--- config.mk ---
export PLATFORM = sky130hd
export DESIGN_NAME = wb_arbiter
export DESIGN_NICKNAME = d
export VERILOG_FILES = /design/src/rtl/wb_arbiter.sv
export SDC_FILE = /design/constraint.sdc
export NUM_CORES = 1
export LEC_CHECK = 0
export BUFFER_PORTS_ARGS = -buffer_cell sky130_fd_sc_hd__buf_2
export CAP_MARGIN = 30
export CELL_PAD_IN_SITES_DETAIL_PLACEMENT = 1
export CELL_PAD_IN_SITES_GLOBAL_PLACEMENT = 1
export CORE_UTILIZATION = 44
export CTS_BUF_LIST = sky130_fd_sc_hd__clkbuf_8
export DETAILED_ROUTE_END_ITERATION = 8
export GPL_TIMING_DRIVEN = 0
export PLACE_DENSITY = 0.83
export SYNTH_ARGS = -nofsm -noshare
export SYNTH_HDL_FRONTEND = slang
export SYNTH_SLANG_ARGS = --single-unit
--- constraint.sdc ---
create_clock -name clk -period 9 [get_ports clk]
set_clock_uncertainty 0.15 [all_clocks]
set_input_delay 0.45 -clock clk [delete_from_list [all_inputs] [get_ports clk]]
set_output_delay 0.45 -clock clk [all_outputs]
set_load 0.05 [all_outputs]
--- src/rtl/wb_arbiter.sv ---
// wb_arbiter: register-file writeback arbiter for the ALU and load/store unit.
// ALU results always win and are never stalled. Load results are buffered in a
// DEPTH-entry FIFO and drained into the register file whenever the ALU is idle.
// Optional build macro WB_LSU_BYPASS_EN: when defined, a load result arriving
// with the queue empty and the ALU idle goes straight to the register-file
// port (latency 1) instead of being enqueued (latency 2).
module wb_arbiter #(
   parameter int DEPTH = 4
) (
   input  logic                       clk,
   input  logic                       rst_n,
   input  logic                       alu_valid,
   input  logic [4:0]                 alu_rd,
   input  logic [31:0]                alu_data,
   input  logic                       lsu_valid,
   output logic                       lsu_ready,
   input  logic [4:0]                 lsu_rd,
   input  logic [31:0]                lsu_data,
   output logic                       rf_we,
   output logic [4:0]                 rf_rd,
   output logic [31:0]                rf_wdata,
   output logic [31:0]                pend_mask,
   output logic [$clog2(DEPTH):0]     q_count
);

   localparam int AW = $clog2(DEPTH);
   localparam int CW = AW + 1;

   // queue bookkeeping
   logic [AW-1:0]    head_q, head_d;
   logic [AW-1:0]    tail_q, tail_d;
   logic [CW-1:0]    q_count_q, q_count_d;
   logic [DEPTH-1:0] valid_q, valid_d;
   logic [31:0]      pend_mask_q, pend_mask_d;

   // queue payload storage (never reset; qualified by valid_q)
   logic [4:0]       mem_rd_q   [DEPTH];
   logic [31:0]      mem_data_q [DEPTH];

   // registered writeback port
   logic             rf_we_q, rf_we_d;
   logic [4:0]       rf_rd_q, rf_rd_d;
   logic [31:0]      rf_wdata_q, rf_wdata_d;

   logic             lsu_hs;
   logic             q_empty;
   logic             bypass;
   logic             push;
   logic             pop;

   // Ready depends only on registered occupancy, so there is no combinational
   // path from lsu_valid or alu_valid back to lsu_ready.
   assign lsu_ready = (q_count_q != CW'(DEPTH));
   assign q_empty   = (q_count_q == '0);
   assign lsu_hs    = lsu_valid && lsu_ready;

`ifdef WB_LSU_BYPASS_EN
   assign bypass = lsu_hs && q_empty && !alu_valid;
`else
   assign bypass = 1'b0;
`endif

   // A bypassed load never touches the queue; ALU has priority over the head.
   assign push = lsu_hs && !bypass;
   assign pop  = !alu_valid && !q_empty;

   // Next-state for pointers, occupancy and per-entry valid bits.
   always_comb begin
      head_d    = head_q;
      tail_d    = tail_q;
      q_count_d = q_count_q;
      valid_d   = valid_q;
      if (pop) begin
         head_d          = head_q + AW'(1);
         valid_d[head_q] = 1'b0;
      end
      if (push) begin
         tail_d          = tail_q + AW'(1);
         valid_d[tail_q] = 1'b1;
      end
      case ({push, pop})
         2'b10:   q_count_d = q_count_q + CW'(1);
         2'b01:   q_count_d = q_count_q - CW'(1);
         default: q_count_d = q_count_q;
      endcase
   end

   // Pending-register mask reflects queue contents after this edge. An entry
   // being pushed this cycle is taken from the input, since storage updates
   // on the same edge.
   always_comb begin
      logic [4:0] ent_rd;
      pend_mask_d = '0;
      for (int i = 0; i < DEPTH; i++) begin
         if (push && (tail_q == AW'(i))) begin
            ent_rd = lsu_rd;
         end else begin
            ent_rd = mem_rd_q[i];
         end
         if (valid_d[i] && (ent_rd != 5'd0)) begin
            pend_mask_d[ent_rd] = 1'b1;
         end
      end
   end

   // Writeback selection: ALU, else queue head, else bypassed load, else idle.
   // Writes to x0 are consumed but never assert the enable.
   always_comb begin
      rf_we_d    = 1'b0;
      rf_rd_d    = rf_rd_q;
      rf_wdata_d = rf_wdata_q;
      if (alu_valid) begin
         rf_we_d    = (alu_rd != 5'd0);
         rf_rd_d    = alu_rd;
         rf_wdata_d = alu_data;
      end else if (!q_empty) begin
         rf_we_d    = (mem_rd_q[head_q] != 5'd0);
         rf_rd_d    = mem_rd_q[head_q];
         rf_wdata_d = mem_data_q[head_q];
      end else if (bypass) begin
         rf_we_d    = (lsu_rd != 5'd0);
         rf_rd_d    = lsu_rd;
         rf_wdata_d = lsu_data;
      end
   end

   // Control state and writeback port registers, asynchronously cleared.
   always_ff @(posedge clk or negedge rst_n) begin
      if (!rst_n) begin
         head_q      <= '0;
         tail_q      <= '0;
         q_count_q   <= '0;
         valid_q     <= '0;
         pend_mask_q <= '0;
         rf_we_q     <= 1'b0;
         rf_rd_q     <= '0;
         rf_wdata_q  <= '0;
      end else begin
         head_q      <= head_d;
         tail_q      <= tail_d;
         q_count_q   <= q_count_d;
         valid_q     <= valid_d;
         pend_mask_q <= pend_mask_d;
         rf_we_q     <= rf_we_d;
         rf_rd_q     <= rf_rd_d;
         rf_wdata_q  <= rf_wdata_d;
      end
   end

   // Queue payload write; no reset needed because valid_q gates every use.
   always_ff @(posedge clk) begin
      if (push) begin
         mem_rd_q[tail_q]   <= lsu_rd;
         mem_data_q[tail_q] <= lsu_data;
      end
   end

   assign rf_we     = rf_we_q;
   assign rf_rd     = rf_rd_q;
   assign rf_wdata  = rf_wdata_q;
   assign pend_mask = pend_mask_q;
   assign q_count   = q_count_q;

endmodule

## Word level (Yosys, flattened, before mapping)

Memories as Yosys holds them, arrays and structs flattened.
Index checks and enable logic that the tools add are counted.
Widths: inputs -> output; s select.

- Bitwise gates (word level): 6
- Reductions and logical operators: 27
- Equality and inequality tests: 7
- Muxes and demuxes: 31
- $lt $le $gt $ge: 12
- $add $sub $neg: 4

Operator list:

| operator | number |
|---|---|
| $mux 32 | 6 |
| $or 32x32->32 | 3 |
| $mux 5 | 6 |
| $reduce_bool 5->1 | 6 |
| $lt 5x6->1 const B | 4 |
| $demux 1 s5 | 4 |
| $ge 5x1->1 const B | 4 |
| $logic_and 1x1->1 | 16 |
| $mux 1 | 10 |
| $mux 4 | 2 |
| $eq 2x2->1 const B | 3 |
| $lt 2x3->1 const B | 2 |
| $pmux 3 s2 | 1 |
| $add 2x1->2 const B | 2 |
| $and 4x4->4 | 1 |
| $demux 1 s2 | 2 |
| $eq 2x1->1 const B | 2 |
| $ge 2x1->1 const B | 2 |
| $not 4->4 | 1 |
| $or 4x4->4 | 1 |
| $add 3x1->3 const B | 1 |
| $logic_not 3->1 | 1 |
| $ne 3x3->1 const B | 1 |
| $sub 3x1->3 const B | 1 |
| other kinds (4) | 5 |

- Memory bits (writable): 148
- Memories: 2
- Register bits: 81

Memories:

| name | depth | bits a word | rd ports | clocked after Yosys merged registers in | wr ports | line | RTL |
|---|---|---|---|---|---|---|---|
| mem_data_q | 4 | 32 | 1 | 0 | 1 | 38 | `logic [31:0] mem_data_q [DEPTH];` |
| mem_rd_q | 4 | 5 | 5 | 0 | 1 | 37 | `logic [4:0] mem_rd_q [DEPTH];` |

## Depth between registers and ports, before layout

- Depth after elaboration: 17
- Mapped depth: 10
- Mapped depth without buffers: 9

## Least setup slack after synthesis

Ideal clock, no wire load.

- Kind: reg-to-reg
- Start point: register q_count_q[2] (netlist: q_count[2])
- End point: register pend_mask_q[10] (netlist: pend_mask[10])
- Stages on the path, launching flop included: 8
- Clock period less this slack: 3.145 ns
- Arrival time: 2.927 ns
- Setup slack: 5.855 ns
- Cells stage by stage: dfrtp_1 -> nor3b_2 -> inv_2 -> nand3_2 -> clkinv_1 -> o41ai_2 -> a22oi_1 -> nand2_1

- Cells in the longest elaborated chain, start to end: 15
- Elaborated cells between the ends (all ways): 51
- Classes of those cells: order compare (8); eq/ne (1); mux (18); bitwise (4); reduce/logical (20)

RTL lines:

| element | line | RTL |
|---|---|---|
| from (decl) | 32 | `logic [CW-1:0] q_count_q, q_count_d;` |
| from (signal assigned) | 141 | `q_count_q <= q_count_d;` |
| $ne 3x3->1 | 53 | `assign lsu_ready = (q_count_q != CW'(DEPTH));` |
| $logic_and 1x1->1 | 55 | `assign lsu_hs = lsu_valid && lsu_ready;` |
| $logic_and 1x1->1 | 95 | `if (push && (tail_q == AW'(i))) begin` |
| $mux 5 | 95 |  |
| $lt 5x6->1 (not written as such) / $ge 5x1->1 (equally long branches) | 101 | `pend_mask_d[ent_rd] = 1'b1;` |
| $logic_and 1x1->1 (not written as such) | 101 |  |
| $mux 1 (not written as such) | 101 |  |
| $demux 1 s5 | 101 |  |
| $mux 32 | 100 | `if (valid_d[i] && (ent_rd != 5'd0)) begin` |
| $or 32x32->32 (no line) | n/a |  |
| $mux 32 | 100 |  |
| $or 32x32->32 (no line) | n/a |  |
| $mux 32 | 100 |  |
| $or 32x32->32 (no line) | n/a |  |
| $mux 32 (*) | 100 |  |
| net pend_mask_d[10] | 34 | `logic [31:0] pend_mask_q, pend_mask_d;` |
| to (signal assigned) | 143 | `pend_mask_q <= pend_mask_d;` |
| to (decl) | 34 |  |

The timed path passes the listed nets; every way through them passes the cells marked *.
A chain may end at the register's enable or synchronous reset.

## Worst setup path after layout

- Start point: register head_q[1]
- End point: register pend_mask_q[29] (netlist: pend_mask[29])

- Cells in the longest elaborated chain, start to end: 17
- Elaborated cells between the ends (all ways): 21
- Classes of those cells: order compare (2); mux (8); bitwise (6); reduce/logical (5)

RTL lines:

| element | line | RTL |
|---|---|---|
| from (decl) | 30 | `logic [AW-1:0] head_q, head_d;` |
| from (signal assigned) | 130 | `head_q <= '0;` |
| from (signal assigned) | 139 | `head_q <= head_d;` |
| $lt 2x3->1 (not written as such) / $ge 2x1->1 (equally long branches) | 75 | `valid_d[head_q] = 1'b0;` |
| $logic_and 1x1->1 (not written as such) | 75 |  |
| $mux 1 (not written as such) | 75 |  |
| $demux 1 s2 (*) | 75 |  |
| $not 4->4 (no line) (*) | n/a |  |
| $and 4x4->4 (no line) (*) | n/a |  |
| $mux 4 (*) | 73 | `if (pop) begin` |
| $or 4x4->4 (no line) | n/a |  |
| (+2 left out) | n/a |  |
| $mux 32 | 100 |  |
| $or 32x32->32 (no line) | n/a |  |
| $mux 32 | 100 |  |
| $or 32x32->32 (no line) | n/a |  |
| $mux 32 | 100 |  |
| $or 32x32->32 (no line) | n/a |  |
| $mux 32 (*) | 100 |  |
| net pend_mask_d[29] | 34 |  |

Marks and branches as above.

==> impl_metrics.env <==
export IMPL_area_growth_pct=26.0
export IMPL_async_flop_share_pct=35.4
export IMPL_numCtsBuffers=40
export IMPL_seq_power_share_pct=36.4
export IMPL_synth_area_sq_um=10300
export IMPL_worst_slew_pin_slew_ps=943
export IMPL_synth_most_common_cell="edfxtp_1"
export IMPL_cts_repair_resized=0
export IMPL_synth_top_family_by_area="compound AO/OA/AOI/OAI gates"
export IMPL_synth_edf_count=148
export IMPL_die_w_um=155
export IMPL_synthDistinctLibCells=66
export IMPL_routed_wl_um=35600
export IMPL_synth_fa_ha_area_share_pct=1.28
export IMPL_p_int_w=0.00242
export IMPL_wl_per_cell_um=26.3
export IMPL_finalSetupViolations=0
export IMPL_fin_crit_ps=3670
export IMPL_portBuffers=151
export IMPL_synth_xor_area_share_pct=0.423
export IMPL_synthCells=745
export IMPL_yosysSeqAreaShare_pct=62.5
export IMPL_final_nets=1097
export IMPL_hold_viol=1
export IMPL_syn_nets=833
export IMPL_post_cts_buffers=0
export IMPL_start_util_pct=45.3
export IMPL_muxShareOfSynthArea_pct=12.6
export IMPL_drtPass1Iterations=8
export IMPL_slew_violations=0
export IMPL_track_usage_pct=30.0
export IMPL_grt_max_degree=45
export IMPL_htreeDepth=2
export IMPL_viasPerCell=5.94
export IMPL_p_leak_nw=5.15
export IMPL_drive_gt1_share_pct=27.8
export IMPL_synth_simple_gate_area_share_pct=7.63
export IMPL_worstSetupEndpointType="flop"
export IMPL_netSwitchingFraction_pct=41.9
export IMPL_violations="negative hold slack"
export IMPL_gr_total_overflow=0
export IMPL_drt_iter0_drc=662
export IMPL_cts_hold_buf=66
export IMPL_place_gp_congestion=0.935
export IMPL_synthFlopType="edfxtp_1"
export IMPL_netlist_area_leader_share_pct=42.9
export IMPL_io_pins=152
export IMPL_cts_clk_slew_worst_paths_ps=60
export IMPL_ir_drop_mv=0.221
export IMPL_start_kind="flop"
export IMPL_critPathKind="reg -> reg"
export IMPL_cts_buffer_depth=3
export IMPL_status="complete, but fails checks"
export IMPL_yosysTopAreaCell="edfxtp_1"
export IMPL_antennaDiodeCount=0
export IMPL_synthTopCellsByCount="edfxtp_1, nand2_1, dfrtp_1"
export IMPL_cts_sinks=229
export IMPL_synth_compound_area_share_pct=13.0
export IMPL_comb_power_share_pct=40.6
export IMPL_switchingPower_w=0.00175
export IMPL_power_density_nw_per_um2=320
export IMPL_core_sq_um=22800
export IMPL_ant_nets=0
export IMPL_cts_tree="yes"
export IMPL_crit_required_ps=9330
export IMPL_yosys_warnings=0
export IMPL_hold_ws_ps=-5.48
export IMPL_cp_max_fo=10
export IMPL_finalCritPeriodShare_pct=40.7
export IMPL_antenna_found_initial=0
export IMPL_synth_area_leaders="edfxtp_1, dfrtp_1, mux4_2"
export IMPL_final_util_pct=57.1
export IMPL_synth_avg_cell_area_sq_um=13.9
export IMPL_grt_pass1_vias=8764
export IMPL_dp_hpwl_um=22900
export IMPL_rsz0062_at_grt="no"
export IMPL_vias=8038
export IMPL_root_buffer="clkbuf_8"
export IMPL_synth_seq_cells=229
export IMPL_clock_power_share_pct=23.0
export IMPL_hp_class="in -> reg"
export IMPL_setup_tns_ps=0
export IMPL_fmax_mhz=273
export IMPL_num_rows=55
export IMPL_drc=0
export IMPL_grt_pass1_wl_um=53200
export IMPL_die_h_um=155
export IMPL_maxCapViolCount=0
export IMPL_cp_arrival_ps=3990
export IMPL_die_area_sq_um=24100
export IMPL_maxSlewHeadroom_pct=37.1
export IMPL_insertion_delay_ps=560
==> routing by layer <==
layer  track usage, %  vias up  share of wire [%]
li1                 -     3447                  -
met2             51.2      416                 50
met4             15.1        0                4.6
met5                0        -                  0
met3             6.43      111                7.4
met1             35.9     4064                 38
==> state kept, by name, indices dropped and copies added, names as in the netlist <==
register	flops
mem_data_q	128
pend_mask	32
rf_wdata	32
mem_rd_q	20
rf_rd	5
valid_q	4
q_count	3
head_q	2
tail_q	2
rf_we	1
==> worst paths after layout <==
| path | start | end | slack, ps | cells after the start |
|---|---|---|---|---|
| max | head_q[1] | pend_mask[29] | 5330 | 9 |
| min | alu_data[25] | rf_wdata[25] | -5 | 3 |
| max reg2reg | head_q[1] | pend_mask[29] | 5330 | 9 |
| min reg2reg | q_count[2] | q_count[2] | 410 | 1 |
| max in group asynchronous | rst_n | rf_wdata[28] | 7730 | 3 |
| min in group asynchronous | rst_n | pend_mask[10] | 310 | 2 |
==> power groups by stage <==
stage	sequential, W	clock (W)	combinational (W)
global route	0.00154	0.00101	0.00178
global placement	0.00151	0	0.00157
detailed placement	0.00153	0	0.00163
CTS	0.00151	0.000959	0.00166
floorplan	0.00184	0	0.000798
finish	0.00152	0.000959	0.00169
==> worst max-delay path, cell delays in order, from the launching register on <==
cell      delay (ps)
dfrtp_1          410
clkbuf_1         540
clkbuf_1         600
inv_1            200
ha_1             240
nand2b_1         200
o21ai_1          250
o32ai_2          690
a222oi_1         200
nand2_1          120
==> cell usage in the layout (no fill, tap or decap), types with 22 or more instances in the layout <==
master         instances
buf_2                161
edfxtp_1             148
nand2_1               99
dfrtp_1               81
o21ai_0               75
dlygate4sd3_1         66
clkbuf_8              42
mux2i_1               41
mux4_2                37
inv_1                 23
clkbuf_1              22
==> layout make-up <==
class / count / area, sq um
Timing Repair Buffer: 222 / 1510
Buffer: 41 / 190
Clock buffer: 42 / 578
Clock inverter: 32 / 209
Inverter: 20 / 76.3
Sequential cell: 229 / 6470
Fill cell: 2355 / 9800
Tap cell: 313 / 392
Multi-Input combinational cell: 455 / 3610
==> cells by family after synthesis <==
| group | Yosys count |
|---|---|
| AOI/OAI and AO/OA | 189 |
| xor gates and xnor gates | 5 |
| adders and majority gates | 10 |
| buffers and inverters | 61 |
| DFF | 229 |
| muxes | 83 |
| other | 1 |
| and+or+nand+nor | 167 |
==> per-stage QoR <==
stage	area, sq um	hold slack, ps	instances	setup WS, ps	total power [W]
2_1_floorplan	10300	4.41	745	5860	0.00264
3_3_place_gp	11500	359	1209	4630	0.00308
3_5_place_dp	11600	351	1214	5520	0.00315
4_1_cts	13000	3.40	1354	5470	0.00413
5_1_grt	13000	5.96	1354	5280	0.00433
6_report	13000	-5.48	1354	5330	0.00417
Power figures use the tool's default switching activity.
